$ cat config.mk
export PLATFORM = sky130hd
export DESIGN_NAME = mux_rr_scheduler
export DESIGN_NICKNAME = d
export VERILOG_FILES = /design/src/rtl/mux_rr_scheduler.sv
export SDC_FILE = /design/constraint.sdc
export NUM_CORES = 1
export LEC_CHECK = 0
export CORE_UTILIZATION = 50
export DETAILED_ROUTE_END_ITERATION = 16
export GPL_TIMING_DRIVEN = 0
export HOLD_SLACK_MARGIN = 0.1
export PLACE_DENSITY = 0.81
export SETUP_SLACK_MARGIN = 0.3
export SYNTH_ARGS = -nofsm -noshare
export SYNTH_HDL_FRONTEND = slang
export SYNTH_SLANG_ARGS = --single-unit
$ cat constraint.sdc
create_clock -name clk -period 4.65 [get_ports clk]
set_input_delay 1.1625 -clock clk [delete_from_list [all_inputs] [get_ports clk]]
set_output_delay 1.1625 -clock clk [all_outputs]
set_load 0.02 [all_outputs]
$ cat src/rtl/mux_rr_scheduler.sv
// Round-robin burst scheduler that drives the select of a shared 6:1 result mux.
// Latency: req sampled at edge k -> sel/gnt after edge k; out_valid and ack are combinational in GRANT.
// Backpressure: out_ready low holds the grant and the beat count; a source dropping its req releases the grant.
module mux_rr_scheduler #(
    parameter int MAX_BURST = 4,
    parameter int CNT_W     = 4
) (
    input  logic             clk,
    input  logic             rst_n,
    input  logic [5:0]       req,
    input  logic             out_ready,
    output logic [2:0]       sel,
    output logic [5:0]       gnt,
    output logic             out_valid,
    output logic [5:0]       ack,
    output logic             busy
);

    typedef enum logic {
        IDLE  = 1'b0,
        GRANT = 1'b1
    } state_t;

    state_t            state_q, state_d;
    logic [2:0]        sel_q, sel_d;
    logic [5:0]        gnt_q, gnt_d;
    logic              busy_q, busy_d;
    logic [2:0]        ptr_q, ptr_d;
    logic [CNT_W-1:0]  cnt_q, cnt_d;

    logic              cur_req;
    logic              beat;
    logic              last_beat;
    logic              release_grant;
    logic [2:0]        ptr_wrap;
    logic [2:0]        arb_start;
    logic              arb_found;
    logic [2:0]        arb_win;
    logic [3:0]        arb_sum;
    logic [2:0]        arb_idx;

    // Beat acceptance and release conditions for the source currently selected.
    always_comb begin
        cur_req       = req[sel_q];
        out_valid     = (state_q == GRANT) && cur_req;
        beat          = out_valid && out_ready;
        ack           = beat ? gnt_q : 6'b0;
        last_beat     = (cnt_q == CNT_W'(MAX_BURST - 1));
        release_grant = (state_q == GRANT) && (!cur_req || (beat && last_beat));
        ptr_wrap      = (sel_q == 3'd5) ? 3'd0 : sel_q + 3'd1;
        arb_start     = release_grant ? ptr_wrap : ptr_q;
    end

    // Search upward from arb_start with wrap 5 -> 0; the first set request wins.
    always_comb begin
        arb_found = 1'b0;
        arb_win   = arb_start;
        arb_sum   = 4'd0;
        arb_idx   = 3'd0;
        for (int k = 0; k < 6; k++) begin
            arb_sum = {1'b0, arb_start} + 4'(k);
            if (arb_sum >= 4'd6) begin
                arb_sum = arb_sum - 4'd6;
            end
            arb_idx = arb_sum[2:0];
            if (!arb_found && req[arb_idx]) begin
                arb_found = 1'b1;
                arb_win   = arb_idx;
            end
        end
    end

    always_comb begin
        state_d = state_q;
        sel_d   = sel_q;
        gnt_d   = gnt_q;
        busy_d  = busy_q;
        ptr_d   = ptr_q;
        cnt_d   = cnt_q;
        case (state_q)
            IDLE: begin
                if (arb_found) begin
                    state_d = GRANT;
                    sel_d   = arb_win;
                    gnt_d   = 6'b1 << arb_win;
                    busy_d  = 1'b1;
                    cnt_d   = '0;
                end else begin
                    gnt_d   = 6'b0;
                    busy_d  = 1'b0;
                end
            end
            GRANT: begin
                if (release_grant) begin
                    ptr_d = ptr_wrap;
                    if (arb_found) begin
                        // Back-to-back grant: no idle bubble between bursts.
                        sel_d = arb_win;
                        gnt_d = 6'b1 << arb_win;
                        cnt_d = '0;
                    end else begin
                        state_d = IDLE;
                        gnt_d   = 6'b0;
                        busy_d  = 1'b0;
                    end
                end else if (beat) begin
                    cnt_d = cnt_q + CNT_W'(1);
                end
            end
            default: begin
                state_d = IDLE;
                gnt_d   = 6'b0;
                busy_d  = 1'b0;
            end
        endcase
    end

    always_ff @(posedge clk or negedge rst_n) begin
        if (!rst_n) begin
            state_q <= IDLE;
            sel_q   <= 3'd0;
            gnt_q   <= 6'b0;
            busy_q  <= 1'b0;
            ptr_q   <= 3'd0;
            cnt_q   <= '0;
        end else begin
            state_q <= state_d;
            sel_q   <= sel_d;
            gnt_q   <= gnt_d;
            busy_q  <= busy_d;
            ptr_q   <= ptr_d;
            cnt_q   <= cnt_d;
        end
    end

    assign sel  = sel_q;
    assign gnt  = gnt_q;
    assign busy = busy_q;

endmodule

Word level (Yosys, flattened, before mapping)
Cells that the tools add are included.
{ "word_totals": {"output_inout_bits": 17, "register_bits": 18, "wordCells": 107, "input_bits": 9} }
{ "classes": {"add_sub_neg": 13, "bitwise_logic": 1, "order_cmp": 13, "reduce_logical": 17, "n_mux": 51, "shift": 1, "n_eq_ne": 5} }
{ "ops": {"columns": ["cell", "n"], "rows": [
  ["$mux W3", 16],
  ["$lt A3 B4 Y1 const B", 7],
  ["$bmux W1 S3", 7],
  ["$ge A4 B3 Y1 const B", 5],
  ["$mux W6", 3],
  ["$sub A3 B3 Y3 const B", 6],
  ["$mux W1", 17],
  ["$mux W4", 3],
  ["$pmux W6 S2", 1],
  ["$logic_and A1 B1 Y1", 9],
  ["$add A3 B2 Y4 const B", 2],
  ["$add A3 B3 Y4 const B", 2],
  ["$pmux W4 S2", 1],
  ["$logic_not A1 Y1", 6],
  ["$pmux W3 S2", 1],
  ["$shl A1 B3 Y6 const A", 1],
  ["$add A3 B1 Y4 const B", 1],
  ["$add A4 B1 Y4 const B", 1],
  ["$eq A4 B2 Y1 const B", 1],
  ["$pmux W1 S2", 2],
  ["$add A3 B1 Y3 const B", 1],
  ["$eq A3 B3 Y1 const B", 1],
  ["$ge A3 B3 Y1 const B", 1],
  ["$ne A3 B1 Y1 const B", 1],
  ["5 further kinds", 5]
]} }

Logic depth before layout (Yosys ltp)
{ "depth": {"depth_word": 32, "ltp_mapped": 18, "ltp_nobuf": 18} }

Least setup slack after synthesis
Ideal clock, no wire load.
{ "synth_path": {"path_type": "input port to flip-flop", "start": "input req[4]", "end": "register gnt_q[0] (netlist: gnt[0])", "path_slack_ns": -0.181, "arrival_time_ns": 4.739, "path_stages": 17, "path_cell_list": "buf_2 mux2i_1 o22a_2 a21oi_4 o21ai_4 clkinv_4 ha_1 clkbuf_1 nor2_1 o21ai_0 xnor2_2 mux2i_4 nand4_1 o21bai_4 o32a_1 a22o_1 o31ai_2"} }
{ "synth_via": {"elab_chain_len": 32, "elab_cells_between_ends": 71} }
{ "synth_rtl": {"columns": ["item", "line_no", "rtl"], "rows": [
  ["start: declaration", "10", "input logic [5:0] req,"],
  ["branches (longest 32 deep; another with $add A3 B1 Y4)", null, null],
  ["end signal: assignment", "129", "gnt_q <= gnt_d;"],
  ["end: declaration", "26", "logic [5:0] gnt_q, gnt_d;"]
]} }
Several ways; the timed one is not identified. The select of a mux whose other input is x is not followed.
A chain may end at the register's enable or synchronous reset.

Worst setup path after layout
{ "layout_path": {"start": "input req[2]", "end": "register gnt_q[2] (netlist: gnt[2])"} }
The elaborated chain is that of the path after synthesis.

==> run metrics <==
cell family with the largest share of critical-path delay=compound AO/OA/AOI/OAI gates; combined buffer and inverter count along the critical path=5; ratio of final minimum period to clock period=97.0%; total CTS buffers=3; Util after Layout=72.0%; DRC errors left=0; clock tree from TritonCTS=done; launch instance of the worst register-to-register path=sel[1]; Net Count, Synth=337; layout filler cell count=369; Worst path slowest cell=sky130_fd_sc_hd__mux2i_4; clk_lat worst skew=around 0.25 ns; HP Start=busy; Syn Inst Count=322; result of the run=finished clean; clock skew after layout=0.00350 ns; final weighted congestion of routability-driven global placement=0.922; DPL Wire Length=between 6000 and 7000 um; Core Region=0.00517 mm^2; per-cell via count in the routed design=6.94; number of failing setup endpoints in the final timing report=0; Mean Syn Cell Area=8.40 um^2; number of buffer cells added on primary ports=24; Seq. cell area=around 450 um^2; startpoint of the most critical setup path=req[2]; signed area change from the synthesized netlist to the final layout=37.5%; fraction of synthesis flops using an asynchronous set or reset pin=100%; critical path fanouts, max=6; synth unique cells=91; highest cell delay on the worst timing path=0.32 ns; hold violation count in the final report=0; top-area cell type share of the netlist area=16.6%; number of violations reported at the end of detailed-routing iteration 0=428; share of cells above drive strength 1=31.8%; top flip-flop cell by instance count after synthesis=sky130_fd_sc_hd__dfrtp_1; number of antenna violations at the first check in global routing=0; first-pass detailed-route iteration total=5; floorplan die area=0.00571 mm^2; ordered cell list for the critical path=buf_8, mux2_4, a21oi_4, buf_6, a21oi_4, o21ai_4, buf_6, clkinv_4, ha_4, clkbuf_16, nor2_4, o21ai_2, xnor2_2, mux2i_4, nand4_1, o21bai_4, o32a_1, a22oi_2, a32o_1; hold bufs inserted after CTS=0; antenna diode count=0; highest achievable clock rate=222 MHz; number of global-route vias before repair=3005; CP arrival=approximately 4.7 ns; H-tree levels=1; maximum number of pins on one net before global-route repair=19; Antenna Violating Nets Remaining=0; footprint of the multi-input gates=0.00237 mm^2; total number of yosys warnings=0; number of enable-type register cells in the synthesized netlist=0; unrepaired setup endpoints after global routing=true; Required @ worst endpoint=between 4 and 5 ns; All-Layer GR Usage=34.5%; number of pins exceeding their max-slew limit in the final report=0; total wirelength of the detailed-routed design=9660 um; critical path endpoint category=flip-flop; Longest Clk Path Bufs=2; GRT Residual Overflow=0; top cells by area, synth=sky130_fd_sc_hd__dfrtp_1 17%, sky130_fd_sc_hd__mux2i_1 6.3%, sky130_fd_sc_hd__nand2_1 3.6%; Setup crit start kind=primary input; critical path start-end classification=primary input to flip-flop; combined area of all synthesized cells=0.00271 mm^2; Die Ht=roughly 76 um; transition time at the pin with the least slew margin=0.808 ns; number of top-level design ports=26; cell taking the most area after synthesis=sky130_fd_sc_hd__dfrtp_1; clk sink count=18; Slew Limit Headroom=46.0%; post-layout min period=4.51 ns; average wire per standard cell=21.1 um; number of placement rows=26; initial cell density of the core=between 50 and 60%; overall die width=75.6 um; clock root buffer=sky130_fd_sc_hd__clkbuf_8; total number of nets in the final design=403; first-pass GRT wire length=14700 um; portion of the post-synthesis area used by sequential elements=between 15 and 20%; count of max-cap constraint violations=0; clock-pin transition on the worst setup and hold timing paths=~0.070 ns; routed via count=3171; worst hold path type=flip-flop to flip-flop; synthesized flop and latch total=18
==> routing by layer <==
metal | wire (um) | GRT usage [%]
met2 | 4550 | 59.5
met4 | 641 | 18.9
met5 | 0 | 0
met3 | 719 | 4.50
met1 | 3750 | 41.7
==> state kept, by name, summed over array words and instances (netlist names) <==
register,flops
ptr_q,3
state_q,1
sel,3
cnt_q,4
gnt,6
busy,1
==> area by class of cell <==
cell class	count	share of cell area, %
buffer	11	3.03
tap	70	2.35
sequential	18	12.1
inverter	18	2.15
clock buffer	4	1.48
multi-input combinational	275	63.8
timing repair buffer	61	15.1
==> worst paths after layout <==
path,end,slack (ns),cells past startpoint
setup / recovery,gnt[2],0.14,19
hold / removal,busy,0.52,1
setup reg to reg,gnt[2],0.43,17
hold reg to reg,busy,0.52,1
max in group asynchronous,sel[1],2.77,1
min in group asynchronous,cnt_q[0],1.37,1
==> timing repair <==
item | CTS | global route
gates resized for setup | 71 | 18
setup endpoints to repair | 22 | 18
cloned | 0 | 0
buffers inserted | 33 | 4
pin swaps | 20 | 15
==> synth_stat cells (5+ instances only) <==
cell type                  instances
sky130_fd_sc_hd__and3_1            9
sky130_fd_sc_hd__a21oi_1          10
sky130_fd_sc_hd__mux2_2            6
sky130_fd_sc_hd__mux2i_1          17
sky130_fd_sc_hd__o22ai_1           5
sky130_fd_sc_hd__nand3_1          18
sky130_fd_sc_hd__dfrtp_1          18
sky130_fd_sc_hd__inv_1            15
sky130_fd_sc_hd__nor2_1           16
sky130_fd_sc_hd__nand2b_1         12
sky130_fd_sc_hd__a211oi_1          5
sky130_fd_sc_hd__nor3_1            6
sky130_fd_sc_hd__ha_1              6
sky130_fd_sc_hd__o31ai_1           8
sky130_fd_sc_hd__clkbuf_1          6
sky130_fd_sc_hd__o21ai_0          14
sky130_fd_sc_hd__o21ai_1           6
sky130_fd_sc_hd__nand2_1          26
==> kinds of logic after synthesis <==
| group | count (synthesis) | synth area share [%] |
|---|---|---|
| mux | 29 | 12.6 |
| simple gates | 121 | 24.5 |
| fa+ha+maj | 6 | 2.77 |
| buf+inv | 29 | 5.04 |
| xor+xnor | 4 | 1.57 |
| flops | 18 | 16.6 |
| compound gates | 115 | 36.8 |
==> cells in the final DEF (no fill, tap or decap), types with 3 or more instances in the layout <==
cell type and instances:
sky130_fd_sc_hd__o32a_1 3, sky130_fd_sc_hd__clkbuf_1 3, sky130_fd_sc_hd__o21ai_4 3, sky130_fd_sc_hd__nand2b_1 12
sky130_fd_sc_hd__mux2i_1 16, sky130_fd_sc_hd__clkdlybuf4s50_1 18, sky130_fd_sc_hd__buf_8 5, sky130_fd_sc_hd__and3_1 9
sky130_fd_sc_hd__o22ai_1 5, sky130_fd_sc_hd__nor2b_1 4, sky130_fd_sc_hd__mux2_2 6, sky130_fd_sc_hd__o211ai_1 4
sky130_fd_sc_hd__a211oi_2 3, sky130_fd_sc_hd__a31o_2 3, sky130_fd_sc_hd__o21a_1 4, sky130_fd_sc_hd__a21oi_1 10
sky130_fd_sc_hd__nand2_1 24, sky130_fd_sc_hd__a211o_1 3, sky130_fd_sc_hd__mux2_4 3, sky130_fd_sc_hd__buf_6 5
sky130_fd_sc_hd__o31ai_1 8, sky130_fd_sc_hd__buf_4 35, sky130_fd_sc_hd__nor3_1 6, sky130_fd_sc_hd__or3_1 3
sky130_fd_sc_hd__inv_1 13, sky130_fd_sc_hd__and2_1 4, sky130_fd_sc_hd__nand3_1 17, sky130_fd_sc_hd__nor2_1 13
sky130_fd_sc_hd__ha_4 3, sky130_fd_sc_hd__o21ai_0 9, sky130_fd_sc_hd__o21ai_1 7, sky130_fd_sc_hd__nor2_4 4
sky130_fd_sc_hd__clkbuf_8 5, sky130_fd_sc_hd__mux2i_4 4, sky130_fd_sc_hd__nand3b_1 3, sky130_fd_sc_hd__dfrtp_1 18
==> through the flow <==
step / hold WS [ns] / instance area [um^2] / setup TNS (ns) / setup slack, ns / std cells
floorplan: 0.530 / 2800 / 0 / 0.179 / 322
global placement: 0.476 / 3130 / -13.81 / -0.892 / 416
detailed placement: 0.508 / 3130 / -14.38 / -0.938 / 416
CTS: 0.525 / 3610 / 0 / 0.282 / 453
global route: 0.538 / 3720 / 0 / 0.00765 / 457
finish: 0.521 / 3720 / 0 / 0.138 / 457
Power is left out: the tool's default activity adds up to more than one toggle a clock period on the data nets, which glitch-free logic cannot reach.
